$ cat src/rtl/pingpong_frame_buffer.sv
// Double-buffered frame store: front bank feeds scan-out, back bank takes draw writes, built-in clear sequencer.
// Optional macro PINGPONG_FB_READ_REG_EN adds an output register after the bank read mux (read latency 2).
module pingpong_frame_buffer #(
    parameter int                    DATA_WIDTH  = 1,
    parameter int                    DEPTH       = 1024,
    parameter int                    ADDR_WIDTH  = 10,
    parameter logic [DATA_WIDTH-1:0] CLEAR_VALUE = '0
) (
    input  logic                  clk,
    input  logic                  reset,
    input  logic                  we,
    input  logic [ADDR_WIDTH-1:0] write_addr,
    input  logic [DATA_WIDTH-1:0] write_data,
    output logic                  write_ready,
    input  logic [ADDR_WIDTH-1:0] read_addr,
    output logic [DATA_WIDTH-1:0] read_data,
    input  logic                  swap_req,
    output logic                  swap_ack,
    input  logic                  clear_req,
    output logic                  clear_done,
    output logic                  front_sel
);

    // state    | meaning
    // ST_INIT  | wipe both banks after reset, one address per cycle
    // ST_IDLE  | back bank accepts draw writes; swap/clear requests accepted here
    // ST_CLEAR | wipe the back bank only; front bank keeps serving reads
    typedef enum logic [1:0] {
        ST_INIT  = 2'd0,
        ST_IDLE  = 2'd1,
        ST_CLEAR = 2'd2
    } state_t;

    localparam int                    IDX_W     = (DEPTH > 1) ? $clog2(DEPTH) : 1;
    localparam logic [ADDR_WIDTH:0]   DEPTH_X   = (ADDR_WIDTH + 1)'(DEPTH);
    localparam logic [ADDR_WIDTH-1:0] LAST_ADDR = ADDR_WIDTH'(DEPTH - 1);

    state_t                r_state;
    state_t                w_state_nxt;
    logic                  r_front_sel;
    logic                  w_front_sel_nxt;
    logic [ADDR_WIDTH-1:0] r_clr_cnt;
    logic [ADDR_WIDTH-1:0] w_clr_cnt_nxt;
    logic                  w_clr_last;
    logic                  w_wr_in_range;
    logic                  w_rd_in_range;
    logic                  w_we0;
    logic                  w_we1;
    logic [IDX_W-1:0]      w_wr_idx;
    logic [DATA_WIDTH-1:0] w_wr_data;
    logic [IDX_W-1:0]      w_rd_idx;
    logic                  w_write_ready;
    logic                  w_swap_ack;
    logic                  w_clear_done;

    logic [DATA_WIDTH-1:0] r_bank0 [0:DEPTH-1];
    logic [DATA_WIDTH-1:0] r_bank1 [0:DEPTH-1];
    logic [DATA_WIDTH-1:0] r_rd0;
    logic [DATA_WIDTH-1:0] r_rd1;
    logic                  r_rd_sel;
    logic                  r_rd_in_range;
    logic [DATA_WIDTH-1:0] w_rd_mux;

    assign w_clr_last    = (r_clr_cnt == LAST_ADDR);
    assign w_wr_in_range = ({1'b0, write_addr} < DEPTH_X);
    assign w_rd_in_range = ({1'b0, read_addr} < DEPTH_X);
    assign w_rd_idx      = read_addr[IDX_W-1:0];

    always_ff @(posedge clk or posedge reset) begin
        if (reset) begin
            r_state     <= ST_INIT;
            r_front_sel <= 1'b0;
            r_clr_cnt   <= '0;
        end else begin
            r_state     <= w_state_nxt;
            r_front_sel <= w_front_sel_nxt;
            r_clr_cnt   <= w_clr_cnt_nxt;
        end
    end

    // Write port is shared between the clear sequencer and draw writes; only one is active per state.
    always_comb begin
        w_state_nxt     = r_state;
        w_front_sel_nxt = r_front_sel;
        w_clr_cnt_nxt   = r_clr_cnt;
        w_we0           = 1'b0;
        w_we1           = 1'b0;
        w_wr_idx        = r_clr_cnt[IDX_W-1:0];
        w_wr_data       = CLEAR_VALUE;
        w_write_ready   = 1'b0;
        w_swap_ack      = 1'b0;
        w_clear_done    = 1'b0;
        case (r_state)
            ST_INIT: begin
                w_we0 = 1'b1;
                w_we1 = 1'b1;
                if (w_clr_last) begin
                    w_state_nxt   = ST_IDLE;
                    w_clr_cnt_nxt = '0;
                    w_clear_done  = 1'b1;
                end else begin
                    w_clr_cnt_nxt = r_clr_cnt + ADDR_WIDTH'(1);
                end
            end
            ST_IDLE: begin
                w_write_ready = 1'b1;
                w_clr_cnt_nxt = '0;
                if (we && w_wr_in_range) begin
                    w_wr_idx  = write_addr[IDX_W-1:0];
                    w_wr_data = write_data;
                    w_we0     = r_front_sel;
                    w_we1     = ~r_front_sel;
                end
                if (swap_req) begin
                    w_swap_ack      = 1'b1;
                    w_front_sel_nxt = ~r_front_sel;
                    w_state_nxt     = ST_CLEAR;
                end else if (clear_req) begin
                    w_state_nxt = ST_CLEAR;
                end
            end
            ST_CLEAR: begin
                w_we0 = r_front_sel;
                w_we1 = ~r_front_sel;
                if (w_clr_last) begin
                    w_state_nxt   = ST_IDLE;
                    w_clr_cnt_nxt = '0;
                    w_clear_done  = 1'b1;
                end else begin
                    w_clr_cnt_nxt = r_clr_cnt + ADDR_WIDTH'(1);
                end
            end
            default: begin
                w_state_nxt   = ST_INIT;
                w_clr_cnt_nxt = '0;
            end
        endcase
    end

    always_ff @(posedge clk) begin
        if (w_we0) r_bank0[w_wr_idx] <= w_wr_data;
        if (w_we1) r_bank1[w_wr_idx] <= w_wr_data;
        r_rd0 <= r_bank0[w_rd_idx];
        r_rd1 <= r_bank1[w_rd_idx];
    end

    // Bank select and range flag are captured with the address so a swap on the same edge cannot tear the read.
    always_ff @(posedge clk or posedge reset) begin
        if (reset) begin
            r_rd_sel      <= 1'b0;
            r_rd_in_range <= 1'b0;
        end else begin
            r_rd_sel      <= r_front_sel;
            r_rd_in_range <= w_rd_in_range;
        end
    end

    assign w_rd_mux = !r_rd_in_range ? CLEAR_VALUE : (r_rd_sel ? r_rd1 : r_rd0);

`ifdef PINGPONG_FB_READ_REG_EN
    logic [DATA_WIDTH-1:0] r_read_pipe;

    always_ff @(posedge clk or posedge reset) begin
        if (reset) r_read_pipe <= CLEAR_VALUE;
        else       r_read_pipe <= w_rd_mux;
    end

    assign read_data = r_read_pipe;
`else
    assign read_data = w_rd_mux;
`endif

    assign write_ready = w_write_ready;
    assign swap_ack    = w_swap_ack;
    assign clear_done  = w_clear_done;
    assign front_sel   = r_front_sel;

endmodule

$ cat config.mk
export PLATFORM = sky130hd
export DESIGN_NAME = pingpong_frame_buffer
export DESIGN_NICKNAME = d
export VERILOG_FILES = /design/src/rtl/pingpong_frame_buffer.sv
export SDC_FILE = /design/constraint.sdc
export NUM_CORES = 2
export LEC_CHECK = 0
export ABC_AREA = 1
export CAP_MARGIN = 20
export CORE_MARGIN = 3
export CORE_UTILIZATION = 30
export CTS_CLUSTER_DIAMETER = 120
export DETAILED_ROUTE_END_ITERATION = 8
export MAX_ROUTING_LAYER = met4
export PLACE_DENSITY_LB_ADDON = 0.1
export SETUP_SLACK_MARGIN = 0.1
export SLEW_MARGIN = 20
export SYNTH_ARGS = -nofsm -noshare
export SYNTH_HDL_FRONTEND = slang
export SYNTH_SLANG_ARGS = --single-unit
$ cat constraint.sdc
create_clock -name clk -period 55.9 [get_ports clk]
set_input_delay 13.975 -clock clk [delete_from_list [all_inputs] [get_ports clk]]
set_output_delay 13.975 -clock clk [all_outputs]
set_load 0.02 [all_outputs]
==> flow_summary_export.csv <==
group,metric,value,unit
pwr,leakage,32.1,nW
floorplanning,die_w,569,µm
job,cap_violations,0,
final_layout,final_nets,8905,
sta,hold_slack,0.469,ns
yosys,syn_area_per_cell,10.0,µm²
worst_setup_path,critical_path_class,"in -> out",
yosys,synth-seq-cells,2065,
sta,skew,0.0283,ns
clocking,cts_hold_buf,0,
clocking,cts_resized,0,
routing,dr.pass1.iters,8,
worst_hold_path,holdPathEnd,"r_clr_cnt[0]$_DFF_PP0_",
placement,place_area,98500,µm²
sta,clock.fmax,34.1,MHz
yosys,synthCells,9480,
sta,relSlewSlack,0.210,
worst_setup_path,r2r_slack,49.48,ns
floorplanning,io_pins,31,
sta,finalSetupViolCount,0,
routing,vias,72600,
global_route,grt-ovfl-total,0,
placement,dp_hpwl,161000,µm
clocking,clk_pin_slew,0.05,ns
yosys,ys_top_cells_by_count,"2,149 x nand2_1, 2,053 x nor3_1, 2,048 x edfxtp_1, 2,042 x nand3_1, 898 x clkbuf_1",
worst_setup_path,start_kind,"input pin",
sta,maxSlewViolCount,0,
floorplanning,die_y,569,µm
clocking,post-cts-setup-buffers,0,
placement,gp_congestion,0.750,
yosys,syn_nets,9507,
routing,highest_layer,"met4",
floorplanning,die-area,324000,µm²
final_layout,design_area,105000,µm²
yosys,ys_types,23,
sta,grt_setup_unrepaired,"false",
floorplanning,start_util,0.302,
floorplanning,rows,206,
yosys,synth_edf_count,2048,
yosys,synth_top_area_frac,0.647,
global_route,grt_pass1_wl,512000,µm
worst_hold_path,min_from,"r_clr_cnt[0]$_DFF_PP0_",
yosys,yosysTopAreaCell,"edfxtp_1",
routing,wirelength_met1,161000,µm
sta,tns,0,ns
pwr,max-vdd-ir-drop,0.0239,mV
routing,via_per_inst,5.50,
sta,worst_pin_slew,1.19,ns
routing,drt-wirelength-per-cell,26.7,µm
clocking,numCtsBuffers,242,
yosys,ys_top_cells_by_area,"edfxtp_1 65%, nor3_1 11%, nand3_1 11%",
clocking,root_buffer,"clkbuf_16",
yosys,yosys_warnings,0,
final_layout,syn2layout_area_growth,11.0,%
worst_setup_path,cp.arrival,15.33,ns
clocking,clkLatencyLatePin,0.91,ns
routing,drt_wl_total,353000,µm
pwr,powerDensity,31.2,nW/µm²
routing,wl_met2,167000,µm
worst_setup_path,r2r_end,"r_bank1[398]$_DFFE_PP_",
worst_setup_path,required,41.92,ns
sta,worst_slack,26.60,ns
global_route,grtUsageTotal,0.219,
clocking,cts_sinks,2065,
yosys,synth.most_common_cell,"nand2_1",
worst_hold_path,hold_depth,1,
placement,dpl_worst_slack,26.57,ns
worst_setup_path,cp_max_fo,3,
global_route,grt_pass1_vias,71400,
clocking,cts_buffer_depth,4,
routing,drcViolationCount,0,
global_route,antenna_found_initial,9,
yosys,synthFlopType,"edfxtp_1",
routing,wl_met3,17900,µm
yosys,synth-async-reset-ratio,0.00726,
routing,first_iter_violations,7128,
worst_setup_path,worst_r2r_startpoint,"r_state[0]$_DFFE_PP0P_",
final_layout,drive_gt1_frac,0.0620,
status,status,"completed",
worst_setup_path,r2r_cells,7,
sta,hold_viol,0,
yosys,syn_area,95000,µm²
placement,portBuffers,30,
worst_setup_path,end_kind,"output pin",
floorplanning,core,315000,µm²
worst_hold_path,holdCritPathClass,"reg -> reg",
clocking,cts_tree,"built",
clocking,h-tree-depth,4,
sta,final.min_clock_period,29.30,ns
yosys,yosysSeqAreaShare,0.652,
global_route,grt_max_degree,187,
routing,antenna_left,0,
sta,fin_crit_sh,0.524,
final_layout,n_fill_cell,32400,
## power by group
group	switching (mW)	internal [mW]	total [mW]
Combinational	0.126	0.0456	0.171
Sequential	0.000450	1.68	1.68
Clock	0.642	0.804	1.45
Total	0.768	2.53	3.29
## routing by layer
metal	global-route usage	vias up
met5	-	-
met4	0.0443	0
met3	0.0225	399
met2	0.356	1990
met1	0.296	37500
li1	-	32800
## flip-flops by register name, indices dropped and copies added (netlist names)
| signal | count |
|---|---|
| r_bank0 | 1024 |
| r_rd0 | 1 |
| r_state | 2 |
| r_rd_in_range | 1 |
| r_rd1 | 1 |
| r_rd_sel | 1 |
| front_sel | 1 |
| r_bank1 | 1024 |
| r_clr_cnt | 10 |
## layout make-up
| class | count | area (µm²) | area share |
|---|---|---|---|
| diodes | 5 | 12.5 | 0.000119 |
| clock buffers | 317 | 6380 | 0.0605 |
| clock inverters | 102 | 529 | 0.00502 |
| inverters | 41 | 186 | 0.00177 |
| multi-input cells | 6312 | 29300 | 0.278 |
| flip-flops and latches | 2065 | 61900 | 0.587 |
| well taps | 4160 | 5200 | 0.0494 |
| repair buffers | 216 | 1960 | 0.0186 |
## kinds of logic (layout without fill, tap and decap cells)
group	after synthesis	count (layout)	synth area share
and+or+nand+nor	6284	6284	0.302
DFF	2065	2065	0.652
buffers and inverters	1103	676	0.0442
AOI/OAI and AO/OA	23	23	0.00138
xor gates and xnor gates	3	3	0.000277
adders and majority gates	1	1	0.000132
other	1	6	0.0000395
## placed cells by master (no fill, tap or decap), types with 4 or more instances in the layout
cell | Yosys | routed
o21ai_1 | 5 | 5
a21oi_1 | 7 | 5
nand2_4 | 0 | 32
dfrtp_1 | 15 | 15
clkinv_2 | 0 | 32
clkdlybuf4s50_1 | 0 | 23
buf_4 | 0 | 168
inv_8 | 0 | 4
inv_2 | 6 | 4
nor2_1 | 32 | 31
clkinv_1 | 0 | 63
diode_2 | 0 | 5
nor2_4 | 0 | 4
edfxtp_1 | 2048 | 2048
clkbuf_1 | 898 | 73
clkbuf_16 | 0 | 244
nand2_1 | 2149 | 2085
inv_1 | 35 | 32
nor3_1 | 2053 | 2053
buf_12 | 0 | 15
o21ai_0 | 6 | 6
nand3_1 | 2042 | 2042
nand2_2 | 0 | 32
## worst max-delay path by stage
stage,cells after the start,end,slack (ns),from
after CTS,4,swap_ack,26.57,swap_req
final,4,swap_ack,26.60,swap_req
after global routing,4,swap_ack,26.52,swap_req
after global placement,4,swap_ack,26.50,swap_req
after detailed placement,4,swap_ack,26.57,swap_req
after floorplan,3,r_bank0[0]$_DFFE_PP_,7.19,we
## worst max-delay path: stages
cell             delay, ns
clkdlybuf4s50_1       0.51
inv_1                 0.06
nor2_1                0.15
clkdlybuf4s50_1       0.63
## stage by stage
step	cells	utilization	power, mW
5_1_grt	13200	0.335	3.41
6_report	13200	0.335	3.29
4_1_cts	13200	0.335	3.33
3_5_place_dp	12800	0.313	1.88
3_3_place_gp	12800	0.313	1.88
2_1_floorplan	9480	-	1.81
Power figures use the tool's default switching activity.
